**src/rtl/pipe_hazard_ctrl_pkg.sv**
```systemverilog
// pipe_pkg: shared types and defaults for the pipeline hazard controller
package pipe_pkg;
  localparam int REG_W = 5;
  localparam int XLEN_DEF = 64;
`ifdef PIPE_PERF_CNT_EN
  localparam int PERF_W_DEF = 32;
`endif
  typedef enum logic [1:0] {
    RUN      = 2'd0,
    MEM_WAIT = 2'd1,
    DIV_WAIT = 2'd2,
    PEND     = 2'd3
  } state_e;
endpackage

```
**src/rtl/pipe_hazard_ctrl_hazard_detect.sv**
```systemverilog
// hazard_detect: load-use compare between the load in E and the sources of the instr in D
module hazard_detect
  import pipe_pkg::*;
(
  input  logic [REG_W-1:0] i_rs1,
  input  logic [REG_W-1:0] i_rs2,
  input  logic             i_use_rs1,
  input  logic             i_use_rs2,
  input  logic [REG_W-1:0] i_rd,
  input  logic             i_memrd,
  output logic             o_hit
);
  logic w_rd_nz;
  assign w_rd_nz = |i_rd;
  // x0 is hardwired zero, so a load targeting it never creates a dependency
  always_comb o_hit = i_memrd && w_rd_nz && ((i_use_rs1 && i_rs1 == i_rd) || (i_use_rs2 && i_rs2 == i_rd));
endmodule

```
**src/rtl/pipe_hazard_ctrl.sv**
```systemverilog
// pipe_hazard_ctrl: stall/bubble sequencer for the F/D/E/M/W pipeline; optional PIPE_PERF_CNT_EN adds perf counters
module pipe_hazard_ctrl
  import pipe_pkg::*;
#(
  parameter int XLEN = XLEN_DEF
`ifdef PIPE_PERF_CNT_EN
  , parameter int PERF_W = PERF_W_DEF
`endif
) (
  input  logic             clk,
  input  logic             rst,
  input  logic             fetch_i_busy,
  input  logic [REG_W-1:0] dec_i_rs1,
  input  logic [REG_W-1:0] dec_i_rs2,
  input  logic             dec_i_use_rs1,
  input  logic             dec_i_use_rs2,
  input  logic [REG_W-1:0] exe_i_rd,
  input  logic             exe_i_memrd,
  input  logic             exe_i_redirect,
  input  logic [XLEN-1:0]  exe_i_redirect_pc,
  input  logic             exe_i_div_busy,
  input  logic             mem_i_busy,
  output logic             ctrl_o_redirect,
  output logic [XLEN-1:0]  ctrl_o_redirect_pc,
  output logic             regF_stall,
  output logic             regD_stall,
  output logic             regD_bubble,
  output logic             regE_stall,
  output logic             regE_bubble,
  output logic             regM_stall,
  output logic             regM_bubble,
  output logic             regW_bubble,
  output logic [1:0]       ctrl_o_state
`ifdef PIPE_PERF_CNT_EN
  ,
  output logic [PERF_W-1:0] perf_o_stall_cyc,
  output logic [PERF_W-1:0] perf_o_flush_cnt,
  output logic [PERF_W-1:0] perf_o_lu_cnt
`endif
);
  state_e            r_state;
  state_e            w_next;
  logic              r_pend_v;
  logic [XLEN-1:0]   r_pend_pc;
  logic              w_lu;
  logic              w_mem;
  logic              w_div;
  logic              w_blk;
  logic              w_redir;
  logic              w_lu_act;
  logic              w_fb_act;

  hazard_detect u_hd (
    .i_rs1     (dec_i_rs1),
    .i_rs2     (dec_i_rs2),
    .i_use_rs1 (dec_i_use_rs1),
    .i_use_rs2 (dec_i_use_rs2),
    .i_rd      (exe_i_rd),
    .i_memrd   (exe_i_memrd),
    .o_hit     (w_lu)
  );

  // priority ladder: mem wait > div wait > redirect > load-use > fetch miss
  always_comb begin
    w_mem    = mem_i_busy;
    w_div    = exe_i_div_busy && !mem_i_busy;
    w_blk    = w_mem || w_div;
    w_redir  = !w_blk && (exe_i_redirect || (r_state == PEND && r_pend_v));
    w_lu_act = !w_blk && !w_redir && w_lu;
    w_fb_act = !w_blk && !w_redir && !w_lu && fetch_i_busy;
  end

  // stall/bubble and redirect outputs; reset forces every downstream register to a bubble
  always_comb begin
    regF_stall         = rst && (w_blk || w_lu_act || w_fb_act);
    regD_stall         = rst && (w_blk || w_lu_act);
    regD_bubble        = !rst || w_redir || w_fb_act;
    regE_stall         = rst && w_blk;
    regE_bubble        = !rst || w_redir || w_lu_act;
    regM_stall         = rst && w_mem;
    regM_bubble        = !rst || w_div;
    regW_bubble        = !rst || w_mem;
    ctrl_o_redirect    = rst && w_redir;
    ctrl_o_redirect_pc = !(rst && w_redir) ? '0 : exe_i_redirect ? exe_i_redirect_pc : r_pend_pc;
    ctrl_o_state       = r_state;
  end

  // next state: waits track the blocking unit; a held redirect detours through PEND before RUN
  always_comb begin
    w_next = r_state;
    case (r_state)
      PEND:    w_next = w_blk ? PEND : RUN;
      default: w_next = w_mem ? MEM_WAIT : w_div ? DIV_WAIT : (r_pend_v && !exe_i_redirect) ? PEND : RUN;
    endcase
  end

  // state register
  always_ff @(posedge clk or negedge rst) begin
    if (!rst) r_state <= RUN;
    else      r_state <= w_next;
  end

  // redirect raised while frozen is held here; the newest one wins, and any emitted redirect retires it
  always_ff @(posedge clk or negedge rst) begin
    if (!rst) begin
      r_pend_v  <= 1'b0;
      r_pend_pc <= '0;
    end else if (w_blk && exe_i_redirect) begin
      r_pend_v  <= 1'b1;
      r_pend_pc <= exe_i_redirect_pc;
    end else if (w_redir) begin
      r_pend_v  <= 1'b0;
    end
  end

`ifdef PIPE_PERF_CNT_EN
  logic [PERF_W-1:0] r_stall_cyc;
  logic [PERF_W-1:0] r_flush_cnt;
  logic [PERF_W-1:0] r_lu_cnt;

  // saturating event counters
  always_ff @(posedge clk or negedge rst) begin
    if (!rst) begin
      r_stall_cyc <= '0;
      r_flush_cnt <= '0;
      r_lu_cnt    <= '0;
    end else begin
      if (regF_stall && !(&r_stall_cyc))  r_stall_cyc <= r_stall_cyc + PERF_W'(1);
      if (w_redir && !(&r_flush_cnt))     r_flush_cnt <= r_flush_cnt + PERF_W'(1);
      if (w_lu_act && !(&r_lu_cnt))       r_lu_cnt    <= r_lu_cnt + PERF_W'(1);
    end
  end

  assign perf_o_stall_cyc = r_stall_cyc;
  assign perf_o_flush_cnt = r_flush_cnt;
  assign perf_o_lu_cnt    = r_lu_cnt;
`endif
endmodule
```
**config.mk**
```make
export PLATFORM = sky130hd
export DESIGN_NAME = pipe_hazard_ctrl
export DESIGN_NICKNAME = d
export VERILOG_FILES = /design/src/rtl/pipe_hazard_ctrl_pkg.sv /design/src/rtl/pipe_hazard_ctrl_hazard_detect.sv /design/src/rtl/pipe_hazard_ctrl.sv
export SDC_FILE = /design/constraint.sdc
export NUM_CORES = 1
export LEC_CHECK = 0
export ABC_CLOCK_PERIOD_IN_PS = 2300
export CAP_MARGIN = 20
export CORE_ASPECT_RATIO = 1.2
export CORE_MARGIN = 10
export CORE_UTILIZATION = 46
export DETAILED_ROUTE_END_ITERATION = 8
export PLACE_DENSITY = 0.95
export SYNTH_ARGS = -nofsm -noshare
export SYNTH_HDL_FRONTEND = slang
export SYNTH_SLANG_ARGS = --single-unit
```
**constraint.sdc**
```tcl
create_clock -name clk -period 2.3 [get_ports clk]
set_input_delay 0.23 -clock clk [delete_from_list [all_inputs] [get_ports clk]]
set_output_delay 0.23 -clock clk [all_outputs]
set_load 0.02 [all_outputs]
```
==> results_dict.tcl, run 1 <==
set metrics [dict create \
    status "complete, no violations" \
    r2r-end "ctrl_o_state[0]" \
    firstDrtPassIters 4 \
    power_leakage_nw 2.766 \
    rows 36 \
    dieHeight_microns 119.0 \
    cap_viol_max_count 0 \
    ys_seq_area_share_pct 44.61 \
    end_kind "primary output" \
    grt_antenna_before_repair 0 \
    max-slew-margin-rel_pct 62.49 \
    gp_congestion 0.7383 \
    cts_made_buffers 9 \
    cp-startpoint "exe_i_rd[0]" \
    rsz0062_at_grt "false" \
    num-nets-final 581 \
    arrival_ns 1.98 \
    grt_remaining_overflow 0 \
    p_clk_share_pct 35.2 \
    h-tree-depth 3 \
    critPathMaxFanout 3 \
    syn_area_sq_mm 0.003759 \
    pwr-share-comb_pct 22.6 \
    min_path_type "input port to async pin" \
    async_flop_share_pct 100.0 \
    powerDensity_mw_per_mm2 592.9 \
    wl_microns 10560 \
    dieWidth_microns 102.5 \
    rr_worst_depth 4 \
    multi_input_area_sq_mm 0.001908 \
    gr-usage-all-layers_pct 16.99 \
    fin_util_pct 70.08 \
    crit_end "regF_stall" \
    clock-sinks 67 \
    switching_power_mw 0.8656 \
    ioPinCount 163 \
    internal_power_mw 2.484 \
    synth_enable_flop_cells 0 \
    wl_per_cell_microns 17.84 \
    post-route-cell-area_sq_mm 0.005650 \
    via_per_inst 5.139 \
    placed_area_sq_mm 0.005489 \
    via_count 3042 \
    worst_pin_slew_ns 0.5626 \
    power_mw 3.350 \
    r2r_slack_ns 1.22 \
    synth_largest_area_cell "dfrtp_1" \
    area_growth_pct 50.33 \
    register_area_sq_mm 0.001677 \
    drtIter0Drc 90 \
    grt_pass1_wl_microns 16590 \
    postSynthCellCount 326 \
    seqPwrFrac_pct 42.2 \
    clk_path_buf_depth 2 \
    portBuffers 162 \
    timing.fmax_ghz 0.4518 \
    yosys_most_used_dff "dfrtp_1" \
    grt_pass1_vias 3304 \
    core_area_sq_mm 0.008063 \
    synth_top_cell_area_share_pct 44.61 \
    r2r_start "ctrl_o_state[0]" \
    worstPathRequired_ns 2.07 \
    start_util_pct 46.62 \
    cts_tree "yes" \
    cts_root_buf "clkbuf_8" \
    finalCriticalPeriod_ns 2.214 \
    grt_max_degree 60 \
    ys.warnings.count 0 \
    maxSlewViolCount 0 \
    dieArea_sq_mm 0.01220 \
    place_hpwl_microns 8141 \
    postRouteAntennaNets 0 \
    ys_types 31 \
    synthesis.nets 414 \
    synth_area_leaders "dfrtp_1, mux2_2, mux2i_1" \
    drive_above_1_share_pct 21.13 \
    switching_share_pct 25.84 \
    fillers 588 \
    clock_skew_ns 0.001295 \
    hold_viol_final 0 \
    synth.avg_cell_area_sq_um 11.53 \
    setup_viol 0 \
    clk_latency_ns 0.33 \
    post_cts_buffers 0 \
    max-vdd-ir-drop_mv 0.4438 \
    finalCritPeriodShare_pct 96.24 \
    cp-start-kind "input port" \
    path_clk_slew_ns 0.07 \
    drc 0 \
    ys_ff_latch 67 \
    n_antenna_cell 0 \
    worstSetupPathType "input port to primary output" \
]
## sequential cells by signal (all words and copies together) (netlist names)
name / cells
r_pend_pc: 64
r_pend_v: 1
ctrl_o_state: 2
## how the worst min path moves through the flow
stage,start,to,slack [ns],depth (start not counted)
floorplan,rst,ctrl_o_state[0],-0.07,0
global placement,rst,r_pend_v,0.08,1
detailed placement,rst,ctrl_o_state[0],0.08,1
CTS,rst,ctrl_o_state[0],0.29,2
global route,rst,ctrl_o_state[0],0.30,2
finish,rst,r_pend_v,0.29,2
## through the flow
| stage | setup slack (ns) | hold slack, ns | setup TNS (ns) | std cells |
|---|---|---|---|---|
| 2_1_floorplan | 0.6000 | -0.06559 | 0 | 326 |
| 3_3_place_gp | -0.2430 | 0.07615 | -1.766 | 576 |
| 3_5_place_dp | -0.2765 | 0.07538 | -3.372 | 576 |
| 4_1_cts | 0.01048 | 0.2878 | 0 | 592 |
| 5_1_grt | 0.006217 | 0.3020 | 0 | 592 |
| 6_report | 0.08643 | 0.2944 | 0 | 592 |
## power by group through the flow
stage	logic (mW)	registers [mW]	clock network [mW]
2_1_floorplan	0.436	1.41	0
3_3_place_gp	0.764	1.42	0
3_5_place_dp	0.792	1.43	0
4_1_cts	0.771	1.41	1.21
5_1_grt	0.823	1.43	1.25
6_report	0.758	1.41	1.18
## worst max-delay path: stages
cell and delay [ns]:
clkdlybuf4s50_1 0.47, or4_1 0.54, o21a_1 0.22, nand3_1 0.11, o21ai_0 0.07, dlygate4sd2_1 0.34
## cell type report
type                    count  area share, %
multi-input cells         236          33.77
well taps                  95          2.104
flip-flops and latches     67          29.67
clock inverters             6          2.037
repair buffers            177          30.09
clock buffers               9          2.192
inverters                   2         0.1329
## synth_stat cells (2+ instances only)
cell	count
nor2_1	68
dfrtp_1	67
mux2_2	64
mux2i_1	64
buf_6	11
buf_2	8
xor2_1	8
nand2_1	4
o21ai_0	3
a31oi_1	2
and2_1	2
and2_2	2
inv_1	2
nand3b_1	2
nor4_1	2
xnor2_1	2
## repair_timing
action / CTS / global route
resized for setup: 69 / 8
hold endpoints to repair: 6 / 0
pin swaps: 0 / 0
hold buffers: 1 / 0
setup endpoints to repair: 68 / 4
## metal layers
layer	GRT usage, %	wire length, microns	share of wire, %
met5	0	0	0
met4	5.389	175	1.7
met3	7.287	1086	10
met2	29.20	5327	50
met1	18.17	3973	38
## logic make-up (layout without fill, tap and decap cells)
logic type	after synthesis	after routing	share of synthesized area (%)
simple gates	87	87	9.920
flops	67	67	44.61
xor+xnor	10	10	2.330
compound gates	11	11	2.064
buf+inv	23	194	4.860
mux	128	128	36.22
## layout by cell type (no fill, tap or decap), types with 2 or more instances in the layout
| cell type | instances |
|---|---|
| nand3b_1 | 2 |
| xor2_1 | 8 |
| mux2_2 | 64 |
| and2_1 | 2 |
| and2_2 | 2 |
| clkbuf_2 | 3 |
| clkinv_4 | 2 |
| bufinv_16 | 3 |
| o21ai_0 | 3 |
| buf_4 | 11 |
| nor2_1 | 68 |
| clkdlybuf4s50_1 | 91 |
| clkbuf_8 | 9 |
| nand2_1 | 3 |
| nand2_2 | 2 |
| xnor2_1 | 2 |
| inv_1 | 2 |
| dfrtp_1 | 67 |
| nor4_1 | 2 |
| buf_12 | 5 |
| mux2i_1 | 64 |
| dlygate4sd2_1 | 65 |
Power figures use the tool's default switching activity.
==> run 2, diff against run 1 <==
Settings changed: CELL_PAD_IN_SITES_DETAIL_PLACEMENT set to 1, CELL_PAD_IN_SITES_GLOBAL_PLACEMENT set to 2, CORE_UTILIZATION 46 to 28.
==> results_dict.tcl, run 2 (synthesized netlist as in run 1, its figures left out) <==
set metrics [dict create \
    status "complete, no violations" \
    grt_max_degree 68 \
    rr_worst_depth 4 \
    largest_reg_flops 64 \
    grt_remaining_overflow 0 \
    num-nets-final 580 \
    hold_viol_final 0 \
    cap_viol_max_count 0 \
    critical_path.top_delay_family "buffers and inverters" \
    powerDensity_mw_per_mm2 656.6 \
    r2r_start "ctrl_o_state[0]" \
    p_clk_share_pct 43.3 \
    via_per_inst 4.632 \
    postRouteAntennaNets 0 \
    power_leakage_nw 2.785 \
    place_hpwl_microns 9204 \
    grt_pass1_wl_microns 19200 \
    post_cts_buffers 0 \
    critPathMaxFanout 4 \
    gp_congestion 0.7661 \
    arrival_ns 1.99 \
    firstDrtPassIters 4 \
    maxSlewViolCount 0 \
    pwr-share-comb_pct 19.8 \
    drc 0 \
    max-slew-margin-rel_pct 46.03 \
    rsz0062_at_grt "false" \
    timing.fmax_ghz 0.4498 \
    path_clk_slew_ns 0.05 \
    dieWidth_microns 125.8 \
    worstSetupPathType "input port to primary output" \
    rows 46 \
    timing.hold.ws_ns 0.3566 \
    grt_antenna_before_repair 0 \
    finalWorstSetupSlack_ns 0.07657 \
    crit_path_max_incr_delay_ns 0.41 \
    worst_pin_slew_ns 0.8095 \
    portBuffers 162 \
    clock_skew_ns 0.0003048 \
    r2r-end "ctrl_o_state[0]" \
    via_count 3080 \
    final_cell_mix "clkdlybuf4s50_1, nor2_1, dfrtp_1" \
    path_buf_inv 3 \
    clk_path_buf_depth 2 \
    setup_viol 0 \
    n_antenna_cell 0 \
    internal_power_mw 2.935 \
    grt_pass1_vias 3474 \
    area_growth_pct 55.39 \
    largest-register "r_pend_pc" \
    worstPathRequired_ns 2.07 \
    cts_root_buf "clkbuf_16" \
    clock-sinks 67 \
    cp-start-kind "input port" \
    drive_above_1_share_pct 20.93 \
    h-tree-depth 3 \
    gr-usage-all-layers_pct 12.66 \
    max-vdd-ir-drop_mv 0.3609 \
    end_kind "primary output" \
    switching_power_mw 0.8996 \
    finalCritPeriodShare_pct 96.67 \
    dieArea_sq_mm 0.01848 \
    cts_tree "yes" \
    min_path_type "input port to async pin" \
    dp_slack_ns -0.2585 \
    final_common_cell "clkdlybuf4s50_1" \
    drtIter0Drc 70 \
    start_util_pct 28.52 \
    cts_made_buffers 9 \
    finalCriticalPeriod_ns 2.223 \
    r2r_slack_ns 1.20 \
    ioPinCount 163 \
    critPathSlowestCell "clkdlybuf4s50_1" \
    dieHeight_microns 146.9 \
    seqPwrFrac_pct 36.9 \
    wl_microns 11920 \
    clk_latency_ns 0.32 \
    switching_share_pct 23.46 \
    path_cells "clkdlybuf4s50_1, buf_4, xor2_1, nor4_1, a32oi_1, a2bb2oi_1, dlygate4sd2_1" \
    wl_per_cell_microns 17.93 \
    fin_util_pct 44.31 \
    core_area_sq_mm 0.01318 \
]
run 2: power by group through the flow:
stage | Sequential (mW) | Combinational [mW] | Clock (mW)
floorplan | 1.41 | 0.436 | 0
global placement | 1.42 | 0.775 | 0
detailed placement | 1.44 | 0.801 | 0
CTS | 1.42 | 0.779 | 1.70
global route | 1.43 | 0.835 | 1.76
finish | 1.42 | 0.760 | 1.66
run 2: through the flow:
step / area [sq um] / cells / power, mW / TNS, ns
final: 5841 / 665 / 3.835 / 0
after global routing: 5841 / 665 / 4.030 / 0
after CTS: 5854 / 665 / 3.897 / 0
after detailed placement: 5573 / 648 / 2.237 / -10.62
after global placement: 5573 / 648 / 2.196 / -7.866
after floorplan: 3759 / 326 / 1.849 / 0
run 2: area by class of cell:
cell class	count	area (sq um)
clock buffers	11	232.7
repair buffers	176	1687
flip-flops and latches	67	1677
inverters	2	7.507
well taps	168	210.2
clock inverters	5	125.1
multi-input cells	236	1902
fillers	1450	7340
run 2: routing by layer:
metal / wire [microns] / up-vias / GRT usage (%)
li1: - / 1460 / -
met1: 4832 / 1509 / 13.76
met2: 6040 / 100 / 21.92
met3: 884 / 11 / 4.716
met4: 166 / 0 / 4.732
met5: 0 / - / 0
run 2: worst max-delay path by stage:
stage	from	endpoint	slack, ns	cells after the start
floorplan	ctrl_o_state[1]	regF_stall	0.60	4
global placement	exe_i_rd[0]	regD_bubble	-0.19	6
detailed placement	exe_i_rd[0]	regE_bubble	-0.26	7
CTS	exe_i_rd[0]	regE_bubble	0.02	7
global route	exe_i_div_busy	ctrl_o_redirect_pc[2]	0.002	7
finish	exe_i_rd[0]	regD_bubble	0.08	7
run 2: repair_timing:
| item | 4_1_cts | 5_1_grt |
|---|---|---|
| gates cloned | 0 | 0 |
| setup endpoints to repair | 69 | 9 |
| hold endpoints to repair | 6 | 0 |
| hold buffers | 1 | 0 |
| resized for setup | 69 | 16 |
run 2: worst reg2reg max path, cell delays in order (launching register included):
cell      delay, ns
dfrtp_1        0.39
nand2_1        0.09
nand3b_1       0.12
nor2_1         0.05
a311o_1        0.33
==> run 3, diff against run 2 <==
Settings changed: ABC_CLOCK_PERIOD_IN_PS 2300 to 2610, PLACE_DENSITY 0.95 to not set, PLACE_DENSITY_LB_ADDON set to 0.25.
Clock period 2.3 ns to 2.61 ns, I/O delays scaled along.
==> results_dict.tcl, run 3 (synthesized netlist as in run 1, its figures left out) <==
set metrics [dict create \
    largest_reg_flops 64 \
    num-nets-final 581 \
    ioPinCount 163 \
    dieHeight_microns 146.9 \
    timing.fmax_ghz 0.3984 \
    grt_remaining_overflow 0 \
    post-route-cell-area_sq_mm 0.005863 \
    cp-startpoint "exe_i_div_busy" \
    worstSetupPathType "input port to primary output" \
    postRouteAntennaNets 0 \
    r2r_start "ctrl_o_state[0]" \
    via_per_inst 4.633 \
    status "complete, no violations" \
    largest-register "r_pend_pc" \
    portBuffers 162 \
    clock_skew_ns 0.005955 \
    finalCritPeriodShare_pct 96.17 \
    start_util_pct 28.52 \
    rsz0062_at_grt "false" \
    finalWorstSetupSlack_ns 0.09992 \
    path_clk_slew_ns 0.05 \
    end_kind "primary output" \
    area_growth_pct 55.99 \
    dieArea_sq_mm 0.01848 \
    worst_pin_slew_ns 0.5325 \
    drive_above_1_share_pct 20.16 \
    setup_viol 0 \
    dp_slack_ns -0.03016 \
    drtIter0Drc 89 \
    cap_viol_max_count 0 \
    wl_microns 12010 \
    gp_congestion 0.8161 \
    via_count 3076 \
    wl_per_cell_microns 18.09 \
    core_area_sq_mm 0.01318 \
    timing.hold.ws_ns 0.3034 \
    r2r_slack_ns 1.53 \
    grt_pass1_vias 3395 \
    cts_made_buffers 9 \
    rr_worst_depth 4 \
    h-tree-depth 3 \
    cts_root_buf "clkbuf_16" \
    placed_area_sq_mm 0.005555 \
    power_leakage_nw 2.635 \
    dieWidth_microns 125.8 \
    final_common_cell "clkdlybuf4s50_1" \
    clk_path_buf_depth 2 \
    grt_max_degree 41 \
    worstPathRequired_ns 2.35 \
    drc 0 \
    min_path_type "input port to async pin" \
    max-vdd-ir-drop_mv 0.2624 \
    max-slew-margin-rel_pct 64.50 \
    final_cell_mix "clkdlybuf4s50_1, nor2_1, dfrtp_1" \
    gr-usage-all-layers_pct 12.77 \
    clock-sinks 67 \
    clk_latency_ns 0.32 \
    powerDensity_mw_per_mm2 518.2 \
    maxSlewViolCount 0 \
    finalCriticalPeriod_ns 2.510 \
    post_cts_buffers 0 \
    n_antenna_cell 0 \
    hold_viol_final 0 \
    r2r-end "ctrl_o_state[0]" \
    place_hpwl_microns 9176 \
    grt_antenna_before_repair 0 \
    rows 46 \
    arrival_ns 2.25 \
    grt_pass1_wl_microns 19100 \
    cts_tree "yes" \
    critPathMaxFanout 29 \
    firstDrtPassIters 4 \
    cp-start-kind "input port" \
]
==> run 3: worst max-delay path by stage <==
stage / to / slack, ns / cells after the start
floorplan: regF_stall / 0.88 / 4
global route: ctrl_o_redirect_pc[32] / 0.001 / 7
CTS: regD_bubble / 0.02 / 6
finish: ctrl_o_redirect_pc[32] / 0.1 / 7
global placement: ctrl_o_redirect_pc[29] / 0.04 / 7
detailed placement: regF_stall / -0.03 / 7
==> run 3: metrics by stage <==
stage               util (%)  power (mW)  TNS [ns]  cells
finish                 44.48       3.038         0    664
global route           44.48       3.208         0    664
CTS                    44.24       3.094         0    664
detailed placement     42.15       1.967  -0.05599    649
global placement       42.15       1.938         0    649
floorplan                  -       1.630         0    326
==> run 3: what timing repair did <==
| action | in CTS | in global routing |
|---|---|---|
| endpoints found under the setup margin | 3 | 10 |
| hold buffers | 1 | 0 |
| hold endpoints to repair | 1 | 0 |
| gates resized for setup | 3 | 11 |
==> run 3: power by group <==
group	internal, mW	leakage [nW]	switching [mW]
registers	1.18	0.782	0.0684
clock network	0.682	0.131	0.422
logic	0.399	1.72	0.290
==> run 3: cell type report <==
| type | instances | area (sq um) |
|---|---|---|
| fill | 1458 | 7317 |
| multi-input combinational | 236 | 1909 |
| timing repair buffer | 177 | 1790 |
| sequential | 67 | 1677 |
| clock buffer | 12 | 256.5 |
| tap | 168 | 210.2 |
| clock inverter | 2 | 12.51 |
| inverter | 2 | 7.507 |
==> run 3: critical path: stages <==
cell	delay, ns
clkdlybuf4s50_1	0.42
or2_4	0.28
nor2_2	0.16
nand2_2	0.10
buf_4	0.25
nor2_1	0.14
clkdlybuf4s50_1	0.62
==> run 3: per-layer routing <==
layer	global-route usage, %	vias up	part of all wire (%)
met5	0	-	0
met4	4.276	0	1.7
met3	4.680	14	6.6
met2	22.23	86	52
met1	14.00	1516	40
li1	-	1460	-
